**src/rtl/arb_pkg.sv**
```systemverilog
// Shared types and sizing for the aging burst arbiter and its pick logic.
package arb_pkg;

  typedef enum logic [1:0] {IDLE, GRANT, GAP} state_t;

  localparam int unsigned N_REQ_DEF  = 3;
  localparam int unsigned PRIO_W_DEF = 3;
  localparam int unsigned AGE_W_DEF  = 4;
  localparam int unsigned IDX_W      = 2;

  function automatic int unsigned eff_width(input int unsigned prio_w, input int unsigned age_w);
    return ((prio_w > age_w) ? prio_w : age_w) + 1;
  endfunction

  localparam int unsigned EFF_W = eff_width(PRIO_W_DEF, AGE_W_DEF);

  // Round-robin successor over the three requester slots.
  function automatic logic [IDX_W-1:0] next_idx(input logic [IDX_W-1:0] i);
    return (i == 2'd2) ? 2'd0 : i + 2'd1;
  endfunction

endpackage

```
**src/rtl/arb_pick.sv**
```systemverilog
// Combinational winner select: highest effective priority among requesters,
// ties resolved by scan order starting just after rr_ptr.
module arb_pick
  import arb_pkg::*;
#(
  parameter int unsigned N_REQ = N_REQ_DEF,
  parameter int unsigned EW    = EFF_W
) (
  input  logic [N_REQ-1:0]         req,
  input  logic [N_REQ-1:0][EW-1:0] eff,
  input  logic [IDX_W-1:0]         rr_ptr,
  output logic [IDX_W-1:0]         winner,
  output logic                     any_valid
);

  logic [IDX_W-1:0] idx;
  logic [EW-1:0]    best;

  // Strict '>' keeps the earliest tied source in scan order.
  always_comb begin
    winner    = '0;
    any_valid = 1'b0;
    best      = '0;
    idx       = next_idx(rr_ptr);
    for (int unsigned k = 0; k < N_REQ; k++) begin
      if (req[idx] && (!any_valid || eff[idx] > best)) begin
        winner    = idx;
        best      = eff[idx];
        any_valid = 1'b1;
      end
      idx = next_idx(idx);
    end
  end

endmodule

```
**src/rtl/aging_burst_arbiter.sv**
```systemverilog
// Three-way burst arbiter: programmed priority plus aging bonus, round-robin
// tie break, burst hold with early release and a one-cycle turnaround gap.
module aging_burst_arbiter
  import arb_pkg::*;
#(
  parameter int unsigned N_REQ     = N_REQ_DEF,
  parameter int unsigned PRIO_W    = PRIO_W_DEF,
  parameter int unsigned AGE_W     = AGE_W_DEF,
  parameter int unsigned MAX_BURST = 8
) (
  input  logic                     clk,
  input  logic                     rst,
  input  logic [N_REQ-1:0]         req,
  input  logic [N_REQ*PRIO_W-1:0]  prios,
  input  logic                     beat,
  // 'release' is a reserved word, so the early-end input carries this name.
  input  logic                     release_burst,
  output logic [N_REQ-1:0]         gnt,
  output logic                     valid,
  output logic [IDX_W-1:0]         owner,
  output logic                     busy
);

  localparam int unsigned EW   = eff_width(PRIO_W, AGE_W);
  localparam int unsigned BC_W = (MAX_BURST > 1) ? $clog2(MAX_BURST) : 1;

  state_t                       state, state_n;
  logic [IDX_W-1:0]             rr_ptr;
  logic [BC_W-1:0]              beat_cnt;
  logic [N_REQ-1:0][AGE_W-1:0]  age;
  logic [N_REQ-1:0][EW-1:0]     eff;
  logic [IDX_W-1:0]             win;
  logic                         any;
  logic                         do_grant, do_exit, last_beat;

  always_comb begin
    for (int unsigned i = 0; i < N_REQ; i++)
      eff[i] = EW'(prios[i*PRIO_W +: PRIO_W]) + EW'(age[i]);
  end

  arb_pick #(.N_REQ(N_REQ), .EW(EW)) u_pick (
    .req       (req),
    .eff       (eff),
    .rr_ptr    (rr_ptr),
    .winner    (win),
    .any_valid (any)
  );

  assign last_beat = (beat_cnt == BC_W'(MAX_BURST - 1));

  always_ff @(posedge clk or posedge rst) begin
    if (rst) state <= IDLE;
    else     state <= state_n;
  end

  always_comb begin
    state_n  = state;
    do_grant = 1'b0;
    do_exit  = 1'b0;
    unique case (state)
      IDLE: if (any) begin
        state_n  = GRANT;
        do_grant = 1'b1;
      end
      GRANT: if (release_burst || !req[owner] || (beat && last_beat)) begin
        state_n = GAP;
        do_exit = 1'b1;
      end
      GAP:     state_n = IDLE;
      default: state_n = IDLE;
    endcase
  end

  always_ff @(posedge clk or posedge rst) begin
    if (rst) begin
      gnt      <= '0;
      owner    <= '0;
      rr_ptr   <= 2'd2;
      beat_cnt <= '0;
      age      <= '0;
    end else begin
      if (do_grant) begin
        gnt      <= N_REQ'(1) << win;
        owner    <= win;
        rr_ptr   <= win;
        beat_cnt <= '0;
      end else if (do_exit) begin
        gnt   <= '0;
        owner <= '0;
      end else if (state == GRANT && beat) begin
        beat_cnt <= beat_cnt + BC_W'(1);
      end
      // Ages freeze across the turnaround gap; the current owner never ages.
      if (state != GAP) begin
        for (int unsigned i = 0; i < N_REQ; i++) begin
          if (!req[i] || (do_grant && win == IDX_W'(i)))
            age[i] <= '0;
          else if (!gnt[i] && age[i] != '1)
            age[i] <= age[i] + AGE_W'(1);
        end
      end
    end
  end

  assign valid = |gnt;
  assign busy  = (state != IDLE);

endmodule

```
**config.mk**
```make
export PLATFORM = sky130hd
export DESIGN_NAME = aging_burst_arbiter
export DESIGN_NICKNAME = d
export VERILOG_FILES = /design/src/rtl/arb_pkg.sv /design/src/rtl/arb_pick.sv /design/src/rtl/aging_burst_arbiter.sv
export SDC_FILE = /design/constraint.sdc
export NUM_CORES = 1
export LEC_CHECK = 0
export CORE_MARGIN = 3
export CORE_UTILIZATION = 50
export DETAILED_ROUTE_END_ITERATION = 7
export PLACE_DENSITY = 0.71
export SLEW_MARGIN = 20
export SYNTH_ARGS = -nofsm -noshare
export SYNTH_HDL_FRONTEND = slang
export SYNTH_SLANG_ARGS = --single-unit
```
**constraint.sdc**
```tcl
create_clock -name clk -period 11.9 [get_ports clk]
set_clock_uncertainty 0.05 [all_clocks]
set_input_delay 1.19 -clock clk [delete_from_list [all_inputs] [get_ports clk]]
set_output_delay 1.19 -clock clk [all_outputs]
set_load 0.02 [all_outputs]
```
==> Yosys cells after proc, flatten, opt, wreduce, memory -nomap -nowiden <==
Index checks and enable logic that the tools add are counted.
{ "word_totals": {"ff_bits": 24, "latchBits": 0, "mem_bits_rw": 0, "rom_bits": 0, "input_bits": 16, "out_inout_bits": 7, "wordCells": 124, "mem_count": 0} }
{ "op_classes": {"add_sub_neg": 10, "multipliers": 0, "n_div": 0, "magnitude_cmp": 6, "n_eq_ne": 14, "shift": 1, "n_mux": 45, "n_bitwise": 0, "n_reduce_logical": 40} }
{ "op_table": {"columns": ["op", "n"], "rows": [
  ["binary-select mux 5 bit (select 2 bit)", 3],
  ["2-to-1 mux 5 bit", 5],
  ["2-to-1 mux 4 bit", 6],
  ["2-to-1 mux 2 bit", 10],
  ["adder 3 x 4 -> 5 bit", 3],
  ["2-to-1 mux 3 bit", 5],
  ["adder 4 x 1 -> 4 bit (second input constant)", 3],
  ["less-than comparator 2 x 3 -> 1 bit (second input constant)", 4],
  ["inequality test 4 bit (second input constant)", 3],
  ["nonzero test 2 bit", 6],
  ["2-to-1 mux 1 bit", 11],
  ["> comparator 5 bit", 2],
  ["logical AND 1 bit", 10],
  ["AND reduction 2 bit", 5],
  ["zero test 1 bit", 9],
  ["binary-select mux 1 bit (select 2 bit)", 4],
  ["== test 2 bit (second input constant)", 4],
  ["inequality test 2 bit (second input constant)", 4],
  ["logical OR 1 bit", 7],
  ["adder 2 x 1 -> 2 bit (second input constant)", 3],
  ["== test 2 x 1 -> 1 bit (second input constant)", 2],
  ["zero test 2 bit", 2],
  ["one-hot mux 2 bit (2 select lines)", 1],
  ["adder 3 x 1 -> 3 bit (second input constant)", 1],
  ["3 further kinds", 3]
]} }

==> Longest topological paths before layout <==
{ "logic_depth": {"depth_word": 20, "ltp_mapped": 22} }

==> Modules after synthesis <==
A second synthesis with hierarchy kept.
{ "hier_totals": {"hier_cells": 308, "area_unflattened_um2": 2621.3} }
{ "modules_own_cells": {"columns": ["mod", "instances", "cells_per_inst", "area_per_inst_um2", "seq_area_each_um2"], "rows": [
  ["aging_burst_arbiter", 1, 178, 1751.7, 601.8],
  ["arb_pick", 1, 130, 869.6, 0.0]
]} }

==> Least setup slack after synthesis <==
No wires, ideal clock.
{ "synth_timing": {"kind": "input to register", "start": "input port prios[3]", "end": "register age[0] in the netlist's numbering", "arrival_ps": 5225, "required_time_ps": 11728, "setup_slack_ps": 6504, "stages": 20, "path_cell_list": "ha_1 -> fa_1 -> a21oi_1 -> nor2b_1 -> and2_0 -> o311ai_0 -> ha_1 -> and3_4 -> a32o_2 -> a21oi_1 -> nor2_1 -> a21oi_1 -> ha_1 -> a21o_1 -> mux2i_1 -> a21oi_1 -> o21a_1 -> a221oi_2 -> nand3_2 -> a32o_1"} }
{ "synth_between": {"elab_chain_cells": 18, "elab_cells_between_ends": 28} }
{ "synth_rtl": {"columns": ["element", "line", "text"], "rows": [
  ["from (decl)", "aging_burst_arbiter.sv:14", "input logic [N_REQ*PRIO_W-1:0] prios,"],
  ["adder 3 x 4 -> 5 bit (*)", "aging_burst_arbiter.sv:38", "eff[i] = EW'(prios[i*PRIO_W +: PRIO_W]) + EW'(age[i]);"],
  ["binary-select mux 5 bit (select 2 bit)", null, null],
  ["2-to-1 mux 5 bit", null, null],
  ["2-to-1 mux 5 bit", "arb_pick.sv:26", "if (req[idx] && (!any_valid || eff[idx] > best)) begin"],
  ["> comparator 5 bit", "arb_pick.sv:26", null],
  ["logical OR 1 bit", "arb_pick.sv:26", null],
  ["logical AND 1 bit", "arb_pick.sv:26", null],
  ["2-to-1 mux 5 bit / 2-to-1 mux 1 bit (equally long branches)", "arb_pick.sv:26", null],
  ["[... 2 more ...]", null, null],
  ["logical AND 1 bit", "arb_pick.sv:26", null],
  ["2-to-1 mux 1 bit", "arb_pick.sv:26", null],
  ["2-to-1 mux 1 bit", "aging_burst_arbiter.sv:61", "IDLE: if (any) begin"],
  ["2-to-1 mux 1 bit", "aging_burst_arbiter.sv:60", "unique case (state)"],
  ["logical AND 1 bit (*)", "aging_burst_arbiter.sv:96", "if (!req[i] || (do_grant && win == IDX_W'(i)))"],
  ["logical OR 1 bit (*)", "aging_burst_arbiter.sv:96", null],
  ["nonzero test 2 bit (no source line)", null, null],
  ["AND reduction 2 bit (no source line)", null, null],
  ["to (signal, indexed assignment)", "aging_burst_arbiter.sv:99", "age[i] <= age[i] + AGE_W'(1);"],
  ["to (decl)", "aging_burst_arbiter.sv:30", "logic [N_REQ-1:0][AGE_W-1:0] age;"]
]} }
Every way passes the cells marked *; elsewhere a longest branch is shown, timed or not. The select of a mux whose other input is x is not followed.
A chain may end at the register's enable or synchronous reset.

==> Worst setup path after layout <==
Ends and elaborated chain as after synthesis.

==> run_results.csv <==
group,metric,value,unit
clocking,cts_hold_buffers,0,
placed_design,port_buffers,22,
clocking,post_cts_buffers,0,
flow_run,drv_cap,0,
placed_design,place_congestion,0.8634,
final_layout,finalNetCount,353,
min_path,min_path_type,"flip-flop to flip-flop",
logic_synthesis,yosys.area_share.xor_xnor,2.135,%
floorplan,start_util,53.92,%
pwr,power.density,260.0,nW/um2
min_path,min_to,"beat_cnt[1]",
clocking,htree_levels,1,
logic_synthesis,synth_cell_type_count,63,
final_layout,final_cell_mix,"nand2_1 (35), a21oi_1 (28), nor2_1 (26)",
sta,hold_viol,0,
route,post_drt_wl_per_cell,14.94,um
critical_path,rr_startpoint,"age[4]",
final_layout,drive_gt1_share,7.443,%
critical_path,required,12.02,ns
sta,relSlewSlack,37.91,%
clocking,cts_resized,0,
sta,finalCritPeriodShare,49.98,%
global_route,grt_pass1_vias,2015,
logic_synthesis,synth-seq-cells,24,
clocking,tritoncts,"built",
route,initialDrtViolationCount,124,
logic_synthesis,syn-num-nets,338,
route,avgViaCountPerCell,5.824,
logic_synthesis,synth_top_area_share,23.39,%
logic_synthesis,synth_top_family_by_area,"compound AO/OA/AOI/OAI gates",
critical_path,endpoint_kind,"flip-flop",
sta,setup-violations-final,0,
floorplan,ios,23,
sta,timing.final.ws_setup,5.952,ns
floorplan,core,4564,um2
critical_path,critPathMaxFanout,6,
critical_path,reg2reg_slack,6.80,ns
logic_synthesis,ys_dominant_reg_cell,"dfrtp_1",
pwr,peakVddDrop,141.8,uV
clocking,path_clk_slew,0.09,ns
clocking,clock_latency,0.28,ns
route,num_vias,2178,
sta,rsz0062_at_grt,"false",
run_status,outcome,"complete, no violations",
critical_path,start_kind,"primary input",
sta,slew_violations,0,
clocking,cts_buffers,3,
logic_synthesis,synthCells,295,
pwr,p_leak,1.254,nW
global_route,grt_first_pass_wirelength,9.487,mm
sta,fmax,168.1,MHz
route,drc,0,
sta,period_needed,5.948,ns
min_path,hold_start,"beat_cnt[1]",
clocking,cts_root_buf,"clkbuf_8",
logic_synthesis,avgSynthCellArea,8.343,um2
floorplan,dieArea,5800,um2
min_path,hold_depth,2,
global_route,grtUsageTotal,19.63,%
logic_synthesis,syn_area,2461,um2
route,wirelength,5.589,mm
pwr,power,0.7087,mW
clocking,cts_buffer_depth,2,
route,first_pass_iters,4,
final_layout,antennaDiodeCount,0,
final_layout,area_growth,10.78,%
logic_synthesis,ys_seq_area_share,24.45,%
placed_design,place_ws,5.647,ns
logic_synthesis,yosysTopAreaCell,"dfrtp_1",
critical_path,path_class,"primary input to flip-flop",
critical_path,worstPathArrival,6.07,ns
global_route,grt_max_degree,43,
logic_synthesis,synthMuxAreaShare,6.660,%
logic_synthesis,ys.warnings.count,0,
logic_synthesis,synth_compound_area_share,28.88,%
logic_synthesis,synth-edff-count,0,
critical_path,reg2reg_depth,19,
logic_synthesis,ys_async_sr_fraction,100.0,%
critical_path,r2r-end,"age[0]",
clocking,clock-sinks,24,
floorplan,die_x,76.16,um
route,ant_nets,0,
placed_design,hpwl,4.364,mm
global_route,grt_overflow_total,0,
floorplan,dieHeight,76.16,um
final_layout,final_common_cell,"nand2_1",
logic_synthesis,synth-adder-area-share,14.64,%
global_route,antenna_found_initial,0,
sta,tns,0,ns
logic_synthesis,yosys.area_share.simple,18.40,%
floorplan,num_rows,24,
sta,worst_slew_pin_slew,0.9313,ns
logic_synthesis,synth_area_leaders,"dfrtp_1 (23%), ha_1 (12%), a21oi_1 (5.7%)",
worst max path at each step:
stage             start  cells after the start  endpoint  slack (ns)
3_5_place_dp   prios[3]                     21    age[4]        5.65
2_1_floorplan  prios[3]                     20    age[0]        6.50
4_1_cts        prios[3]                     21    age[4]        5.94
3_3_place_gp   prios[3]                     21    age[0]        5.74
5_1_grt        prios[3]                     21    age[0]        5.50
6_report       prios[3]                     20    age[0]        5.95
registers in the layout, summed over array words and instances (netlist names):
name and count:
age 12, beat_cnt 3, gnt 3, owner 2
rr_ptr 2, state 2
metal layers:
metal / part of all wire, % / routed length, um / vias to the layer above / track usage, %
li1: - / - / 1113 / -
met1: 48 / 2698 / 1009 / 27.47
met2: 47 / 2616 / 46 / 32.18
met3: 3.1 / 173 / 10 / 1.537
met4: 1.8 / 101 / 0 / 6.341
met5: 0 / 0 / - / 0
logic make-up (layout without fill, tap and decap cells):
logic type / after synthesis / in the layout
mux: 16 / 16
xor+xnor: 6 / 6
fa+ha+maj: 27 / 27
buf+inv: 22 / 36
flops: 24 / 24
simple gates: 95 / 95
compound gates: 105 / 105
area by class of cell:
type	count	area (um2)
Clock buffer	4	45.04
Timing Repair Buffer	22	220.2
Sequential cell	24	601.8
Fill cell	431	1838
Tap cell	65	81.33
Inverter	10	37.54
Multi-Input combinational cell	249	1740
where the power goes:
group	switching [mW]	total (mW)	internal, mW
logic	0.278	0.501	0.222
registers	0.0505	0.157	0.106
clock network	0.0274	0.0514	0.0240
total	0.356	0.709	0.352
per-stage QoR:
step	util [%]	area, um2	cells	hold WS [ns]
floorplan	-	2461	295	0.4257
global placement	58.74	2681	370	0.4498
detailed placement	58.74	2681	370	0.4586
CTS	59.73	2726	374	0.4750
global route	59.73	2726	374	0.5162
finish	59.73	2726	374	0.4713
critical path, stage by stage:
cell             delay (ns)
clkdlybuf4s50_1        0.40
ha_1                   0.23
fa_1                   0.40
a21oi_1                0.14
nor2b_1                0.08
and2_0                 0.14
o311ai_0               0.40
ha_1                   0.34
and3_4                 0.17
a32o_2                 0.29
a21oi_1                0.36
a21oi_1                0.12
ha_1                   0.31
nor2b_1                0.14
o21ai_0                0.09
a21oi_1                0.28
o21ai_0                0.14
a2bb2oi_1              0.38
nand3_2                0.19
a32o_1                 0.28
synth_stat cells (3+ instances only):
| library cell | count |
|---|---|
| o211ai_1 | 4 |
| a31oi_1 | 3 |
| nand2_1 | 35 |
| o22ai_1 | 3 |
| a21o_1 | 15 |
| o21ai_0 | 22 |
| fa_1 | 3 |
| nor3_1 | 4 |
| mux2i_1 | 13 |
| nand3_1 | 3 |
| inv_1 | 9 |
| dfrtp_1 | 23 |
| xnor2_1 | 4 |
| nand2b_1 | 4 |
| mux2_2 | 3 |
| a22oi_1 | 4 |
| ha_1 | 24 |
| nor2_1 | 26 |
| a21oi_1 | 28 |
| nor2b_1 | 6 |
| clkbuf_1 | 4 |
| nand4_1 | 5 |
(Power assumes the default switching activity.)
